--- src/rtl/hazard_controller.sv ---
// hazard_controller: pipeline sequencing for the 5-stage MIPS core.
// Drives PC write enable and the IF/ID / ID/EX hold, flush and bubble
// controls. Hazards are resolved with fixed priority:
// reset > mem_busy > branch/jump > load-use.
// Optional build macro HAZARD_STATS_EN adds saturating stall/flush counters;
// without it stall_count and flush_count read 0.
module hazard_controller #(
    parameter int FLUSH_CYCLES = 1
) (
    input  logic        clock,
    input  logic        reset,
    input  logic [4:0]  id_rs,
    input  logic [4:0]  id_rt,
    input  logic        id_uses_rt,
    input  logic        idex_memread,
    input  logic [4:0]  idex_rt,
    input  logic        branch_taken,
    input  logic        jump,
    input  logic        mem_busy,
    output logic        pc_write,
    output logic        ifid_hold,
    output logic        ifid_flush,
    output logic        idex_bubble,
    output logic        stall_all,
    output logic [1:0]  state,
    output logic [15:0] stall_count,
    output logic [15:0] flush_count
);

    // Flush length must fit the 3-bit down-counter and be at least one cycle.
    if (FLUSH_CYCLES < 1 || FLUSH_CYCLES > 7) begin : g_bad_cfg
        $error("hazard_controller: FLUSH_CYCLES=%0d outside 1..7", FLUSH_CYCLES);
    end

    typedef enum logic [1:0] {
        RUN     = 2'd0,
        LDSTALL = 2'd1,
        MEMWAIT = 2'd2,
        FLUSH   = 2'd3
    } state_t;

    // Counter value loaded on the branch cycle: that cycle is the first flush.
    localparam logic [2:0] FLUSH_INIT = 3'(FLUSH_CYCLES - 1);

    state_t     state_reg, state_next;
    logic [2:0] cnt_reg, cnt_next;
    logic       load_use;
    logic       redirect;

    assign load_use = idex_memread && (idex_rt != 5'd0) &&
                      ((idex_rt == id_rs) || (id_uses_rt && (idex_rt == id_rt)));
    assign redirect = branch_taken || jump;
    assign state    = state_reg;

    // Next-state and combinational control outputs from current state and inputs.
    always_comb begin
        state_next  = state_reg;
        cnt_next    = cnt_reg;
        pc_write    = 1'b1;
        ifid_hold   = 1'b0;
        ifid_flush  = 1'b0;
        idex_bubble = 1'b0;
        stall_all   = 1'b0;
        if (reset) begin
            pc_write   = 1'b0;
            ifid_flush = 1'b1;
            state_next = RUN;
            cnt_next   = 3'd0;
        end else begin
            case (state_reg)
                RUN, LDSTALL: begin
                    if (mem_busy) begin
                        stall_all  = 1'b1;
                        pc_write   = 1'b0;
                        state_next = MEMWAIT;
                    end else if (redirect) begin
                        ifid_flush = 1'b1;
                        if (FLUSH_CYCLES == 1) begin
                            state_next = RUN;
                        end else begin
                            state_next = FLUSH;
                            cnt_next   = FLUSH_INIT;
                        end
                    end else if (load_use && (state_reg == RUN)) begin
                        // The stalled instruction re-enters ID next cycle with
                        // the load result forwardable, so detection is masked.
                        pc_write    = 1'b0;
                        ifid_hold   = 1'b1;
                        idex_bubble = 1'b1;
                        state_next  = LDSTALL;
                    end else begin
                        state_next = RUN;
                    end
                end
                MEMWAIT: begin
                    if (mem_busy) begin
                        stall_all = 1'b1;
                        pc_write  = 1'b0;
                    end else begin
                        state_next = RUN;
                    end
                end
                FLUSH: begin
                    if (mem_busy) begin
                        // Freeze: the flush count resumes once memory is ready.
                        stall_all = 1'b1;
                        pc_write  = 1'b0;
                    end else begin
                        ifid_flush = 1'b1;
                        cnt_next   = cnt_reg - 3'd1;
                        if (cnt_reg == 3'd1) begin
                            state_next = RUN;
                        end
                    end
                end
                default: state_next = RUN;
            endcase
        end
    end

    // State and flush-counter registers.
    always_ff @(posedge clock) begin
        if (reset) begin
            state_reg <= RUN;
            cnt_reg   <= 3'd0;
        end else begin
            state_reg <= state_next;
            cnt_reg   <= cnt_next;
        end
    end

`ifdef HAZARD_STATS_EN
    logic [1:0] count_en;
    assign count_en = {ifid_flush, ~pc_write};

    // Index 0 counts stall cycles, index 1 counts flush cycles; both saturate.
    for (genvar gi = 0; gi < 2; gi++) begin : g_count
        logic [15:0] count_reg;
        // Saturating event counter, cleared by reset.
        always_ff @(posedge clock) begin
            if (reset) begin
                count_reg <= 16'd0;
            end else if (count_en[gi] && (count_reg != 16'hFFFF)) begin
                count_reg <= count_reg + 16'd1;
            end
        end
    end

    assign stall_count = g_count[0].count_reg;
    assign flush_count = g_count[1].count_reg;
`else
    assign stall_count = 16'd0;
    assign flush_count = 16'd0;
`endif

endmodule

--- config.mk ---
export PLATFORM = sky130hd
export DESIGN_NAME = hazard_controller
export DESIGN_NICKNAME = d
export VERILOG_FILES = /design/src/rtl/hazard_controller.sv
export SDC_FILE = /design/constraint.sdc
export NUM_CORES = 1
export LEC_CHECK = 0
export CAP_MARGIN = 20
export CORE_MARGIN = 1.5
export CORE_UTILIZATION = 32
export DETAILED_ROUTE_END_ITERATION = 8
export PLACE_DENSITY = 0.91
export SLEW_MARGIN = 10
export SYNTH_ARGS = -nofsm -noshare
export SYNTH_HDL_FRONTEND = slang
export SYNTH_SLANG_ARGS = --single-unit
--- constraint.sdc ---
create_clock -name clock -period 3.18 [get_ports clock]
set_clock_uncertainty 0.05 [all_clocks]
set_input_delay 0.795 -clock clock [delete_from_list [all_inputs] [get_ports clock]]
set_output_delay 0.795 -clock clock [all_outputs]
set_load 0.02 [all_outputs]
# After elaboration in Yosys (flattened, before gate mapping)
# Cells that the tools add are included.
[totals] word_cells=51 inputBits=22 ff_bits=5 output_inout_bits=39
[op_classes] n_addsub=1 mux=25 n_reduce_logical=13 eq_ne=9 bitwise=1
[ops] operator="two-way mux 1 bit" n=18
[ops] operator="== test 5 bit" n=2
[ops] operator="two-way mux 2 bit" n=4
[ops] operator="inequality test 2 bit, second input constant" n=3
[ops] operator="case mux 2 bit (3 select lines)" n=1
[ops] operator="nonzero test 5 bit" n=1
[ops] operator="== test 2 bit, second input constant" n=2
[ops] operator="logical AND 1 bit" n=4
[ops] operator="case mux 1 bit (2 select lines)" n=2
[ops] operator="OR reduction 2 bit" n=2
[ops] operator="OR reduction 4 bit" n=1
[ops] operator="== test 3 x 1 -> 1 bit, second input constant" n=1
[ops] operator="AND reduction 3 bit" n=1
[ops] operator="subtractor 3 x 1 -> 3 bit, second input constant" n=1
[ops] operator="== test 2 x 1 -> 1 bit, second input constant" n=1
[ops] operator="zero test 2 bit" n=1
[ops] operator="logical OR 1 bit" n=2
[ops] operator="AND reduction 2 bit" n=1
[ops] operator="inverter 1 bit" n=1

# Longest topological paths before layout
# Gate-level depths: netlist of the first run.
[depth] word_depth=10 ltp_mapped=5 ltp_nobuf=5

# Least setup slack after synthesis of the first run
# No wires, ideal clock.
[synth_path] kind="in2out" startpoint="in idex_rt[3]" endpoint="out ifid_hold" path_stages=5 n_path_buf=1 arrival_time_ns=2.135 required_time_ns=2.335 path_slack_ns=0.200 cell_sequence="xor2_1 -> nor4_2 -> a32oi_1 -> nor4_2 -> buf_4"
[synth_between] elab_chain_len=10 word_cells_on_any_way=13 classes_between="eq/ne (2); mux (5); reduce/logical (6)"
[synth_rtl] item="start, declared" line="16" source="input logic [4:0] idex_rt,"
[synth_rtl] item="== test 5 bit" line="51" source="((idex_rt == id_rs) || (id_uses_rt && (idex_rt == id_rt)));"
[synth_rtl] item="logical AND 1 bit" line="51"
[synth_rtl] item="logical OR 1 bit" line="51"
[synth_rtl] item="logical AND 1 bit (*)" line="50" source="assign load_use = idex_memread && (idex_rt != 5'd0) &&"
[synth_rtl] item="logical AND 1 bit (*)" line="84" source="end else if (load_use && (state_reg == RUN)) begin"
[synth_rtl] item="two-way mux 1 bit (*) (5 in series)"
[synth_rtl] item="end, declared" line="21" source="output logic ifid_hold,"
# Mark *: on every way between the ends. The rest lies on a longest branch, timed or not.

# Worst setup path after layout of the first run
[layout_path] startpoint="in id_rt[3]" endpoint="out idex_bubble"
[layout_between] elab_chain_len=10
[layout_rtl] item="start, declared" line="13" source="input logic [4:0] id_rt,"
[layout_rtl] item="== test 5 bit" line="51"
[layout_rtl] item="logical AND 1 bit" line="51"
[layout_rtl] item="logical OR 1 bit" line="51"
[layout_rtl] item="logical AND 1 bit" line="50"
[layout_rtl] item="logical AND 1 bit" line="84"
[layout_rtl] item="two-way mux 1 bit" line="84"
[layout_rtl] item="two-way mux 1 bit" line="76" source="end else if (redirect) begin"
[layout_rtl] item="two-way mux 1 bit" line="72" source="if (mem_busy) begin"
[layout_rtl] item="two-way mux 1 bit" line="70" source="case (state_reg)"
[layout_rtl] item="two-way mux 1 bit" line="64" source="if (reset) begin"
[layout_rtl] item="end, declared" line="23" source="output logic idex_bubble,"
# Every way passes these cells.

==> metrics.md, run 1 <==
| Metric | Value |
|---|---|
| Outcome | `finished clean` |
| Vias in the first global route | `between 400 and 500` |
| Ys Warns | `0` |
| CP endpoint kind | `output port` |
| Endpoints failing setup | `0` |
| CTS H-tree depth | `1` |
| Crit-path max FO | `3` |
| #FFs+latches synth | `5` |
| Hold_ws | `between 0.4 and 0.5 ns` |
| Clock Tree Root | `clkbuf_4` |
| Vias | `570` |
| Share of cells above drive strength 1 | `0.161` |
| Sequential-to-total area share from yosys stat | `0.153` |
| WS Path Type | `in2out` |
| Required @ worst endpoint | `around 2.3 ns` |
| Largest net degree at the start of global routing | `9` |
| Synth area leaders | `buf_4 39%, dfxtp_1 15%, xor2_1 13%, nor2_1 4.6%, ha_1 3.8%` |
| PwrDens | `around 260 nW/um^2` |
| GRT Residual Overflow | `0` |
| Cell Area, Synth | `656 um^2` |
| Fin crit share | `0.973` |
| Hold_buf cts | `0` |
| Net count reported at finish | `about 140` |
| Drt drc | `0` |
| N_diodes | `0` |
| Reg clk slew, reported paths | `about 0.040 ns` |
| Worst Hold Class | `reg2reg` |
| Die H | `approximately 48 um` |
| Antenna-violating nets left | `0` |
| Biggest area consumer among synthesized cells | `buf_4` |
| Layout area overhead | `40.3%` |
| Row Count | `16` |
| Area of the multi-input gates | `about 430 um^2` |
| Count of different cell masters after synthesis | `23` |
| # Max-Cap Violations | `0` |
| Hold_sp | `cnt_reg[1]` |
| DR iter-0 viols | `0` |
| DP Worst Slack | `-0.581 ns` |
| Synth Instances | `83` |
| Routed WL | `around 1500 um` |
| Top Ports | `slightly above 60` |
| CTS sink cnt | `5` |
| RSZ-0062 raised after global routing | `yes` |
| Die X | `roughly 48 um` |
| Commonest non-fill, non-tap cell in the layout | `conb_1` |
| Setup ws final | `roughly 0.085 ns` |
| Max reg flops | `3` |
| Fill count | `slightly above 200` |
| Peak VDD IR | `~0.00020 V` |
| Reg-to-Reg Start | `state[0]` |
| First-pass GRT wire length | `between 1500 and 2000 um` |
| CTS tree | `yes` |
| Starting density of the core | `0.338` |
| RD Place Congestion | `roughly 0.6` |
| WP data arrival | `between 2 and 2.5 ns` |
| Final Hold Vio Count | `0` |
| P_leak | `~0.45 nW` |
| Clock Latency Late Sink | `approximately 0.25 ns` |
| Dpl hpwl | `1210 um` |
| Core Region | `between 1500 and 2000 um^2` |
| Worst Setup SP | `id_rt[3]` |
| I/O Buffers | `28` |
| Final core occ | `0.474` |
| Register area | `between 100 and 150 um^2` |
| CTS Buffer Depth | `2` |
| Max Freq | `between 300 and 400 MHz` |
| Drt pass-1 iters | `1` |
| Syn avg cell area | `slightly below 8 um^2` |
| DIE AREA | `~2300 um^2` |
| Cells on worst reg2reg path | `5` |
| # Post-CTS Setup Buffers | `0` |
| Initial antenna violation count | `0` |
| Vias per inst | `approximately 3.9` |
| Worst Hold Depth | `2` |
| Total GRT Usage | `0.118` |
| Post-synth top area share | `0.389` |
| Detailed-route wire length per cell | `~10 um` |
| TritonCTS buffer count | `3` |
| Final min period | `3.09 ns` |
| Crit start category | `input port` |
| Final-report max-slew violation count | `0` |
| Power Total | `around 0.24 mW` |
| Most frequent cells in the layout | `32 x conb_1, 16 x clkdlybuf4s50_1, 10 x xor2_1` |
-- final cells by class --
cell class | instances | area share
timing repair buffer | 34 | 0.347
multi-input combinational | 73 | 0.471
sequential | 5 | 0.109
inverter | 2 | 0.00816
clock buffer | 4 | 0.0286
tap | 27 | 0.0367
-- path summary, 6_finish.rpt --
| check | end | slack [ns] |
|---|---|---|
| worst max register to register | state[0] | 1.73 |
| worst min register to register | cnt_reg[1] | 0.45 |
| worst min-delay path | cnt_reg[1] | 0.45 |
| worst max-delay path | idex_bubble | 0.09 |
-- metal layers --
layer | share of wire | track usage | vias up
li1 | - | - | 277
met1 | 0.30 | 0.0843 | 254
met2 | 0.55 | 0.245 | 39
met3 | 0.15 | 0.0704 | 0
met4 | 0 | 0.0324 | 0
met5 | 0 | 0 | -
-- cell families (layout without fill, tap and decap cells) --
group           count (synthesis)  after routing  synth area share
fa+ha+maj                       2              2            0.0382
simple gates                   20             20             0.170
xor+xnor                       12             12             0.160
buf+inv                        36             40             0.401
compound gates                  7              7            0.0725
other cells                     1             32           0.00572
flops                           5              5             0.153
-- worst max-delay path, stage by stage --
cell,delay [ns]
clkdlybuf4s50_1,0.42
xor2_1,0.16
nor4_2,0.18
a32oi_2,0.17
nor4_2,0.29
buf_2,0.22
-- cell usage after synthesis, drive strengths merged --
cell	number
o211ai	1
or2	1
o21bai	1
nand2	2
or4	1
a31oi	1
nor2b	1
inv	2
conb	1
nor4	3
nand2b	2
o21ai	1
nor2	8
ha	2
nor3	2
a21oi	1
xor2	10
buf	34
xnor2	2
a211oi	1
a32oi	1
dfxtp	5
-- report_power, final --
| group | total [mW] | switching [mW] | internal (mW) |
|---|---|---|---|
| logic | 0.0996 | 0.0606 | 0.0390 |
| clock network | 0.0747 | 0.0272 | 0.0475 |
| registers | 0.0646 | 0.00101 | 0.0636 |
-- through the flow --
step	setup TNS, ns	cell area [um^2]	cells
2_1_floorplan	0	772	114
3_3_place_gp	-1.51	876	141
3_5_place_dp	-1.72	876	141
4_1_cts	0	893	145
5_1_grt	-0.0262	920	145
6_report	0	920	145
-- repair_timing --
item / CTS / global route
endpoints found under the hold margin: 0 / 0
pin swaps: 3 / 4
endpoints found under the setup margin: 4 / 3
gates resized for setup: 23 / 7
Note: power is estimated with default switching activity, not from simulation.
==> run 2: changes to the inputs <==
- GPL_ROUTABILITY_DRIVEN: default -> 0
==> results of run 2 <==
No change in the layout: final DEF, timing and power equal those of run 1.
